File: config.mk
export PLATFORM = sky130hd
export DESIGN_NAME = gray_counter
export DESIGN_NICKNAME = d
export VERILOG_FILES = /design/src/rtl/gray_counter.sv
export SDC_FILE = /design/constraint.sdc
export NUM_CORES = 1
export LEC_CHECK = 0
export CORE_AREA = 2 2 39 41
export DETAILED_ROUTE_END_ITERATION = 16
export DIE_AREA = 0 0 41 43
export HOLD_SLACK_MARGIN = 0.02
export SYNTH_ARGS = -nofsm -noshare
export SYNTH_HDL_FRONTEND = slang
export SYNTH_SLANG_ARGS = --single-unit
File: constraint.sdc
create_clock -name Clk -period 2 [get_ports Clk]
set_clock_uncertainty 0.15 [all_clocks]
set_input_delay 0.5 -clock Clk [delete_from_list [all_inputs] [get_ports Clk]]
set_output_delay 0.5 -clock Clk [all_outputs]
set_load 0.05 [all_outputs]
File: src/rtl/gray_counter.sv
// Gray-code counter with a sticky wrap flag; registered Gray output, one bit flips per step.
// Optional feature: define GRAY_DOWN_EN to add the Down port (decrement, underflow also sets Overflow).
module gray_counter #(
  parameter int WIDTH = 3
) (
  input  logic             Clk,
  input  logic             Reset,
  input  logic             En,
`ifdef GRAY_DOWN_EN
  input  logic             Down,
`endif
  output logic [WIDTH-1:0] Output,
  output logic             Overflow
);

  localparam logic [WIDTH-1:0] ONE  = {{(WIDTH-1){1'b0}}, 1'b1};
  localparam logic [WIDTH-1:0] ZERO = '0;
  localparam logic [WIDTH-1:0] LAST = '1;

  logic [WIDTH-1:0] cnt_q, cnt_d;
  logic [WIDTH-1:0] gray_q, gray_d;
  logic             ovf_q, ovf_d;
  logic             wrap;

  // Gray value is encoded from the next binary count so the output flop
  // is driven directly, never re-decoded after the register.
  always_comb begin
    cnt_d  = cnt_q;
    gray_d = gray_q;
    ovf_d  = ovf_q;
    wrap   = 1'b0;
    if (En) begin
`ifdef GRAY_DOWN_EN
      if (Down) begin
        wrap  = (cnt_q == ZERO);
        cnt_d = cnt_q - ONE;
      end else begin
        wrap  = (cnt_q == LAST);
        cnt_d = cnt_q + ONE;
      end
`else
      wrap  = (cnt_q == LAST);
      cnt_d = cnt_q + ONE;
`endif
      gray_d = cnt_d ^ (cnt_d >> 1);
      ovf_d  = ovf_q | wrap;
    end
  end

  always_ff @(posedge Clk or posedge Reset) begin
    if (Reset) begin
      cnt_q  <= '0;
      gray_q <= '0;
      ovf_q  <= 1'b0;
    end else begin
      cnt_q  <= cnt_d;
      gray_q <= gray_d;
      ovf_q  <= ovf_d;
    end
  end

  assign Output   = gray_q;
  assign Overflow = ovf_q;

endmodule

Word-level counts from Yosys, hierarchy flattened
Index checks and enable logic that the tools add are counted.
{ "totals": {"register_bits": 7, "out_inout_bits": 4} }
{ "classes": {"add_sub_neg": 1, "eq_ne": 1, "bitwise_logic": 2} }
{ "op_table": {"columns": ["operator", "count"], "rows": [
  ["$add A3 B1 Y3 const B", 1],
  ["$eq A3 B3 Y1 const B", 1],
  ["$xor A3 B2 Y3", 1],
  ["$or A1 B1 Y1", 1]
]} }

Longest topological paths before layout
Gate-level depths: netlist (run 1).
{ "logic_depth": {"depth_word": 2, "ltp_mapped": 4} }

Least setup slack after synthesis (run 1)
OpenSTA, ideal clock, no wires.
{ "synth_timing": {"path_type": "flip-flop to flip-flop", "start": "register cnt_q[0]", "end": "register cnt_q[2]", "arrival_time_ns": 1.131, "path_slack_ns": 0.594, "stages_incl_launch_ff": 4, "path_buffers": 0, "period_less_slack_ns": 1.406, "path_cell_list": "dfrtp_1 > ha_1 > ha_1 > mux2_2"} }
{ "synth_between": {"elab_chain_cells": 1} }
{ "synth_rtl": {"columns": ["item", "line", "source"], "rows": [
  ["start: declaration", "20", "logic [WIDTH-1:0] cnt_q, cnt_d;"],
  ["start signal: assignment", "56", "cnt_q <= cnt_d;"],
  ["$add A3 B1 Y3", "43", "cnt_d = cnt_q + ONE;"]
]} }
No other way between the ends.
A chain may end at the register's enable or synchronous reset.

Final worst setup path (run 1)
{ "layout_timing": {"start": "input port En", "end": "register cnt_q[2]"} }
{ "layout_lines": {"columns": ["item", "line", "source"], "rows": [
  ["start: declaration", "8", "input logic En,"]
]} }
No word-level cell between the ends.

==> results.py, run 1 <==
metrics = {
    "synth": {
        "yosys-top-cells-count": "dfrtp_1 (6), ha_1 (2), mux2_2 (2), xnor2_1 (2)",
        "syn-num-nets": 25,
        "async_reset_ff_share_pct": 100,
        "yosys-top-cells-area": "dfrtp_1 (54%), ha_1 (9.0%), mux2_2 (8.1%)",
        "synth_largest_area_cell": "dfrtp_1",
        "ys_ff_latch": 6,
        "syn_area_um2": 278,
        "yosysMostFrequentCell": "dfrtp_1",
        "synth_top_area_share_pct": 54.1,
        "yosysWarnings": 0,
        "yosysSeqAreaShare_pct": 54.1,
        "synth-main-ff-cell": "dfrtp_1",
        "synth_cell_types": 12,
        "postSynthAreaPerCell_um2": 13.9,
        "synth_cells": 20,
        "synth_edf_count": 0,
    },
    "routing": {
        "drc_errors": 0,
        "drt_iter0_markers": 1,
        "final_antenna_net_count": 0,
        "viasPerCell": 3.86,
        "routed_wl_um": 450,
        "vias": 166,
        "first_pass_iters": 2,
        "wire_per_inst_um": 10.5,
    },
    "global_routing": {
        "grt_pass1_vias": 176,
        "grt_max_degree": 8,
        "grt_pass1_wl_um": 731,
        "antenna_found_initial": 0,
        "globalRoute.totalOverflow": 0,
        "grt.total_usage_pct": 6.98,
    },
    "critical_path": {
        "crit_slowest_cell": "clkdlybuf4s50_1",
        "r2r_start": "cnt_q[0]",
        "r2r_setup_slack_ns": 0.53,
        "end_kind": "flip-flop",
        "cp.required_ns": 1.97,
        "cp-start-kind": "input port",
        "slowest_delay_ns": 0.64,
        "path_buf_inv": 1,
        "cp-startpoint": "En",
        "crit_chain": "clkdlybuf4s50_1 -> mux2_2",
        "crit_path_max_fanout": 7,
        "rr_worst_depth": 3,
        "path_class": "in -> reg",
        "critPathArrivalTime_ns": 1.52,
        "critPathTopFamily": "buffers and inverters",
        "worst-path-stages": 2,
        "reg2reg_to": "cnt_q[2]",
        "worstSetupEndpoint": "cnt_q[2]",
    },
    "worst_hold_path": {
        "worstHoldPathType": "reg -> reg",
    },
    "clocking": {
        "clkTransAtPathRegs_ns": 0.05,
        "post-cts-setup-buffer-count": 0,
        "clock-root-buffer": "clkbuf_4",
        "numCtsBuffers": 3,
        "holdBufCountCts": 0,
        "cts.sinks": 6,
        "ctsLongestPathBuffers": 2,
        "cts_resized": 0,
        "clk_latency_ns": 0.24,
        "cts_tree": "yes",
        "h-tree-depth": 1,
    },
    "timing": {
        "setup_viol": 0,
        "finalSetupTns_ns": 0,
        "rsz0062_at_grt": "false",
        "tightest_slew_ns": 0.301,
        "hold_violations": 0,
        "period_needed_ns": 1.55,
        "max_freq_mhz": 646,
        "slew_headroom_pct": 79.9,
        "period_share_pct": 77.4,
        "final_max_slew_viol_count": 0,
    },
    "die": {
        "fp.dieW_um": 41,
        "fp.dieArea_um2": 1760,
        "initial_core_util_pct": 20.1,
        "die_h_um": 43,
        "num_rows": 14,
        "pin_count": 7,
        "coreArea_um2": 1380,
    },
    "run": {
        "cap_violations": 0,
    },
    "final_layout": {
        "diodes": 0,
        "area_growth_pct": 26.6,
        "num-nets-final": 34,
        "layout-drive-gt1-share_pct": 37.0,
    },
    "placement": {
        "place.port_buffers": 6,
        "gp_congestion": 0.634,
    },
    "status": {
        "status": "finished clean",
    },
}
final cells by class:
| type | instances | area [µm²] |
|---|---|---|
| Clock buffer | 3 | 22.5 |
| Sequential cell | 6 | 150 |
| Multi-Input combinational cell | 11 | 105 |
| Inverter | 1 | 3.75 |
| Tap cell | 16 | 20.0 |
| Timing Repair Buffer | 6 | 50.0 |
| Fill cell | 148 | 1030 |
per-layer routing:
layer | routed length (µm) | GRT usage [%] | up-vias
li1 | - | - | 78
met1 | 202 | 7.57 | 79
met2 | 193 | 8.75 | 9
met3 | 54 | 7.85 | 0
met4 | 0 | 2.00 | 0
met5 | 0 | 0 | -
placed cells by master (no fill, tap or decap), drive strengths merged:
cell | synthesis | routed
a21o | 1 | 1
a21oi | 1 | 1
nor2 | 1 | 1
mux2 | 3 | 3
xor2 | 1 | 1
inv | 1 | 1
clkdlybuf4s50 | 0 | 2
clkbuf | 0 | 3
xnor2 | 2 | 2
ha | 2 | 2
buf | 2 | 4
dfrtp | 6 | 6
worst min path at each step:
stage,from,endpoint,slack (ns),depth (start not counted)
after floorplan,Reset,Output[0],0.14,1
final,Overflow,Overflow,0.31,1
after CTS,Overflow,Overflow,0.31,1
after detailed placement,Overflow,Overflow,0.30,1
after global routing,Overflow,Overflow,0.32,1
after global placement,Overflow,Overflow,0.29,1
through the flow:
stage / cell area, µm² / cells / hold slack [ns] / setup WS [ns] / util (%)
2_1_floorplan: 278 / 20 / 0.141 / 0.594 / -
4_1_cts: 352 / 43 / 0.315 / 0.443 / 25.4
6_report: 352 / 43 / 0.312 / 0.451 / 25.4
5_1_grt: 352 / 43 / 0.323 / 0.414 / 25.4
3_5_place_dp: 329 / 40 / 0.305 / 0.187 / 23.8
3_3_place_gp: 329 / 40 / 0.290 / 0.237 / 23.8
kinds of logic (layout without fill, tap and decap cells):
kind of cell,after synthesis,in the layout,share of synthesized area (%)
buf+inv,3,10,8.11
mux,3,3,13.5
flops,6,6,54.1
fa+ha+maj,2,2,9.01
simple gates,1,1,1.35
xor+xnor,3,3,9.46
compound gates,2,2,4.50
state kept, by name, summed over array words and instances, names as in the netlist:
signal,count
Overflow,1
Output,2
cnt_q,3
Power of run 1 is not shown: default switching activity piles up to over one toggle a cycle in this logic, so the estimate is an artifact.
==> run 2: changes to the inputs <==
clock period = 1.3 ns   (was 2 ns; I/O delays follow)
==> run 2 against run 1 <==
The flow now finishes with violations (setup timing). Setup slack worse by 0.47 ns. Wire length up 13%. Worst hold slack worse by 0.16 ns. Non-clock buffer count up 7. Utilization up 11 points. Die area unchanged. Design area up 42%. Critical path depth up 1. Count of clock-buffer cells in the layout unchanged. Via count up 24%.
==> results.py, run 2 (same netlist as run 1, synthesis figures left out) <==
metrics = {
    "die": {
        "initial_core_util_pct": 20.1,
        "fp.dieArea_um2": 1760,
        "fp.dieW_um": 41,
        "die_h_um": 43,
        "pin_count": 7,
        "coreArea_um2": 1380,
        "num_rows": 14,
    },
    "routing": {
        "first_pass_iters": 1,
        "viasPerCell": 4.12,
        "drt_iter0_markers": 0,
        "wire_per_inst_um": 10.1,
        "drc_errors": 0,
        "vias": 206,
        "routed_wl_um": 507,
        "final_antenna_net_count": 0,
    },
    "global_routing": {
        "grt.total_usage_pct": 8.59,
        "grt_max_degree": 7,
        "grt_pass1_wl_um": 910,
        "grt_pass1_vias": 219,
        "antenna_found_initial": 0,
        "globalRoute.totalOverflow": 0,
    },
    "critical_path": {
        "r2r_start": "cnt_q[0]",
        "cp.required_ns": 1.28,
        "path_buf_inv": 0,
        "r2r_setup_slack_ns": -0.02,
        "crit_slowest_cell": "dfrtp_1",
        "critPathTopFamily": "flip-flops",
        "reg2reg_to": "cnt_q[2]",
        "worst-path-stages": 3,
        "crit_chain": "ha_4 -> ha_4 -> mux2_4",
        "crit_path_max_fanout": 2,
        "cp-start-kind": "flip-flop",
        "rr_worst_depth": 3,
        "path_class": "reg -> reg",
        "critPathArrivalTime_ns": 1.30,
        "end_kind": "flip-flop",
        "slowest_delay_ns": 0.40,
        "cp_common_cell": "ha_4",
    },
    "final_layout": {
        "largest_reg_flops": 3,
        "final_cell_mix": "buf_4 (7), dfrtp_1 (5), buf_12 (4)",
        "largest_register": "cnt_q",
        "area_growth_pct": 79.3,
        "layout-drive-gt1-share_pct": 64.7,
        "mostFrequentLayoutCell": "buf_4",
        "nFillCells": 130,
        "diodes": 0,
        "num-nets-final": 41,
    },
    "status": {
        "violations": "setup timing",
        "status": "finished with violations",
    },
    "placement": {
        "place.port_buffers": 6,
        "gp_congestion": 0.594,
        "post-place-ws_ns": -0.259,
    },
    "clocking": {
        "cts_tree": "yes",
        "ctsLongestPathBuffers": 2,
        "numCtsBuffers": 3,
        "clock-root-buffer": "clkbuf_4",
        "clk_latency_ns": 0.24,
        "h-tree-depth": 1,
        "cts.sinks": 6,
        "clkTransAtPathRegs_ns": 0.05,
    },
    "timing": {
        "setup_viol": 3,
        "slew_headroom_pct": 83.1,
        "max_freq_mhz": 758,
        "period_needed_ns": 1.32,
        "final_max_slew_viol_count": 0,
        "rsz0062_at_grt": "true",
        "tightest_slew_ns": 0.252,
        "period_share_pct": 102,
        "fin_ws_ns": -0.0201,
        "whs_ns": 0.155,
        "hold_violations": 0,
    },
    "run": {
        "cap_violations": 0,
    },
    "worst_hold_path": {
        "worstHoldPathType": "in -> async",
    },
}
## run 2: cell count changes in the layout (fill, tap and decap cells not counted), moves of 2 or more
cell,previous run,this run
ha_1,2,0
buf_4,4,7
ha_4,0,2
buf_12,0,4
## run 2: through the flow
step	utilization [%]	TNS, ns	cells	cell area, µm²
global route	36.0	-0.212	50	498
detailed placement	31.1	-1.21	43	430
global placement	31.1	-0.972	43	430
CTS	34.4	-0.0606	48	477
floorplan	-	-0.0333	20	307
finish	36.0	-0.0410	50	498
## run 2: layout make-up
class	instances	area [µm²]	area share, %
flip-flops and latches	6	151	30.4
multi-input cells	11	145	29.1
repair buffers	13	155	31.2
clock buffers	3	22.5	4.52
well taps	16	20.0	4.02
inverters	1	3.75	0.754
## run 2: worst max-delay path by stage
stage,from,endpoint,slack [ns]
2_1_floorplan,cnt_q[0],cnt_q[2],-0.03
3_3_place_gp,En,cnt_q[1],-0.23
3_5_place_dp,En,cnt_q[1],-0.26
4_1_cts,cnt_q[2],Output[2],-0.03
5_1_grt,cnt_q[2],Output[2],-0.05
6_report,cnt_q[0],cnt_q[2],-0.02
## run 2: routing by layer
metal  GRT usage, %  share of wire, %  vias up
met1           8.22                36      101
li1               -                 -       92
met2           12.2                51        9
met3           4.71               8.1        4
met4           8.00               4.3        0
met5              0                 0        -
## run 2: what timing repair did
item,4_1_cts,5_1_grt
hold buffers,0,0
buffers inserted,2,2
setup endpoints to repair,4,8
gates resized for setup,2,2
hold endpoints to repair,0,0
pin swaps,4,0
Power of run 2 is left out for the same reason.
==> run 3: changes to the inputs <==
--- a/config.mk
+++ b/config.mk
@@ -7,2 +7,3 @@
 export LEC_CHECK = 0
+export CAP_MARGIN = 20
 export CORE_AREA = 2 2 39 41
==> constraint.sdc (replaced) <==
create_clock -name Clk -period 1.55 [get_ports Clk]
set_clock_uncertainty 0.15 [all_clocks]
set_input_delay 0.155 -clock Clk [delete_from_list [all_inputs] [get_ports Clk]]
set_output_delay 0.155 -clock Clk [all_outputs]
set_load 0.05 [all_outputs]
==> run 3 against run 2 <==
The run now ends clean. Via count decreased by 21%. Critical path depth up 1. Highest routed layer is now met3. First-iteration DRC count up 2. Utilization down 8.0 points. Global-route usage fell by 1.8 points. Die area unchanged. Worst hold slack better by 0.15 ns. Critical endpoint is now Output[1]. Wire length is 16% lower. Maximum frequency fell by 9.8%. Sequential share of layout area is 8.4 points higher. Setup slack better by 0.11 ns.
==> results.py, run 3 (same netlist as run 1, synthesis figures left out) <==
metrics = {
    "die": {
        "pin_count": 7,
        "initial_core_util_pct": 20.1,
        "fp.dieW_um": 41,
        "num_rows": 14,
        "die_h_um": 43,
        "fp.dieArea_um2": 1760,
        "coreArea_um2": 1380,
    },
    "routing": {
        "drt_iter0_markers": 2,
        "viasPerCell": 3.70,
        "wire_per_inst_um": 9.68,
        "routed_wl_um": 426,
        "drc_errors": 0,
        "vias": 163,
        "final_antenna_net_count": 0,
        "first_pass_iters": 4,
    },
    "final_layout": {
        "largest_reg_flops": 3,
        "layout-drive-gt1-share_pct": 35.7,
        "num-nets-final": 35,
        "largest_register": "cnt_q",
        "final_cell_mix": "dfrtp_1 (6), clkbuf_4 (3)",
        "diodes": 0,
        "area_growth_pct": 39.2,
        "mostFrequentLayoutCell": "dfrtp_1",
    },
    "critical_path": {
        "slowest_delay_ns": 0.41,
        "reg2reg_to": "Output[1]",
        "path_class": "reg -> reg",
        "cp_common_cell": "ha_1",
        "crit_chain": "ha_1 -> ha_1 -> xnor2_1 -> a21oi_1",
        "critPathArrivalTime_ns": 1.42,
        "r2r_start": "cnt_q[0]",
        "cp-startpoint": "cnt_q[0]",
        "r2r_setup_slack_ns": 0.09,
        "cp.required_ns": 1.51,
        "crit_path_max_fanout": 3,
        "cp-start-kind": "flip-flop",
        "rr_worst_depth": 4,
        "crit_slowest_cell": "dfrtp_1",
        "end_kind": "flip-flop",
    },
    "timing": {
        "period_share_pct": 94.5,
        "slew_headroom_pct": 80.5,
        "tightest_slew_ns": 0.291,
        "period_needed_ns": 1.46,
        "final_max_slew_viol_count": 0,
        "hold_violations": 0,
        "rsz0062_at_grt": "false",
        "max_freq_mhz": 683,
        "finalSetupTns_ns": 0,
        "fin_ws_ns": 0.0860,
        "setup_viol": 0,
    },
    "run": {
        "cap_violations": 0,
    },
    "global_routing": {
        "antenna_found_initial": 0,
        "grt_pass1_vias": 180,
        "grt_max_degree": 8,
        "grt_pass1_wl_um": 717,
        "globalRoute.totalOverflow": 0,
        "grt.total_usage_pct": 6.77,
    },
    "status": {
        "status": "finished clean",
    },
    "worst_hold_path": {
        "worstHoldPathType": "reg -> reg",
        "worstHoldPathCells": 1,
        "holdCritStartpoint": "Overflow",
        "hold_end": "Overflow",
    },
    "clocking": {
        "clk_latency_ns": 0.24,
        "ctsLongestPathBuffers": 2,
        "cts_resized": 0,
        "cts_tree": "yes",
        "clkTransAtPathRegs_ns": 0.04,
        "cts.sinks": 6,
        "clock-root-buffer": "clkbuf_4",
        "h-tree-depth": 1,
        "numCtsBuffers": 3,
    },
    "placement": {
        "gp_congestion": 0.581,
        "place.port_buffers": 6,
        "post-place-ws_ns": 0.0859,
    },
}
run 3: cell types whose count changed in the layout (fill, tap and decap cells not counted), moves of 2 or more:
cell | before | now
buf_12 | 4 | 2
buf_4 | 7 | 2
ha_1 | 0 | 2
ha_4 | 2 | 0
run 3: layout make-up:
cell class	instances	area [µm²]
sequential	6	150
multi-input combinational	11	105
inverter	1	3.75
timing repair buffer	7	85.1
clock buffer	3	22.5
fill	144	997
tap	16	20.0
run 3: worst max path at each step:
stage                      to  slack [ns]  cells past startpoint
floorplan            cnt_q[2]        0.14                      3
detailed placement  Output[1]        0.09                      4
global placement     cnt_q[2]        0.13                      3
finish              Output[1]        0.09                      4
global route        Output[1]        0.03                      4
CTS                 Output[1]        0.08                      4
run 3: what timing repair did:
item                                   4_1_cts  5_1_grt
hold buffers                                 1        0
setup buffers                                0        0
endpoints found under the hold margin        6        0
run 3: worst max-delay path, delay by kind of cell, from the launching register on:
family	cells	cell delay (ns)
fa+ha+maj	2	0.52
compound gates	1	0.08
xor+xnor	1	0.17
flops	1	0.41
run 3: metal layers:
layer  up-vias  global-route usage (%)  part of all wire, %
li1         82                       -                    -
met1        74                    7.24                   49
met2         7                    8.44                   43
met3         0                    7.85                  7.7
met4         0                    2.00                    0
met5         -                       0                    0
run 3: stage by stage:
stage | hold slack [ns] | cell area, µm² | std cells | utilization (%)
2_1_floorplan | -0.204 | 278 | 20 | -
3_3_place_gp | 0.225 | 354 | 40 | 25.6
3_5_place_dp | 0.235 | 354 | 40 | 25.6
4_1_cts | 0.307 | 387 | 44 | 27.9
5_1_grt | 0.314 | 387 | 44 | 27.9
6_report | 0.302 | 387 | 44 | 27.9
Power of run 3 is left out for the same reason.
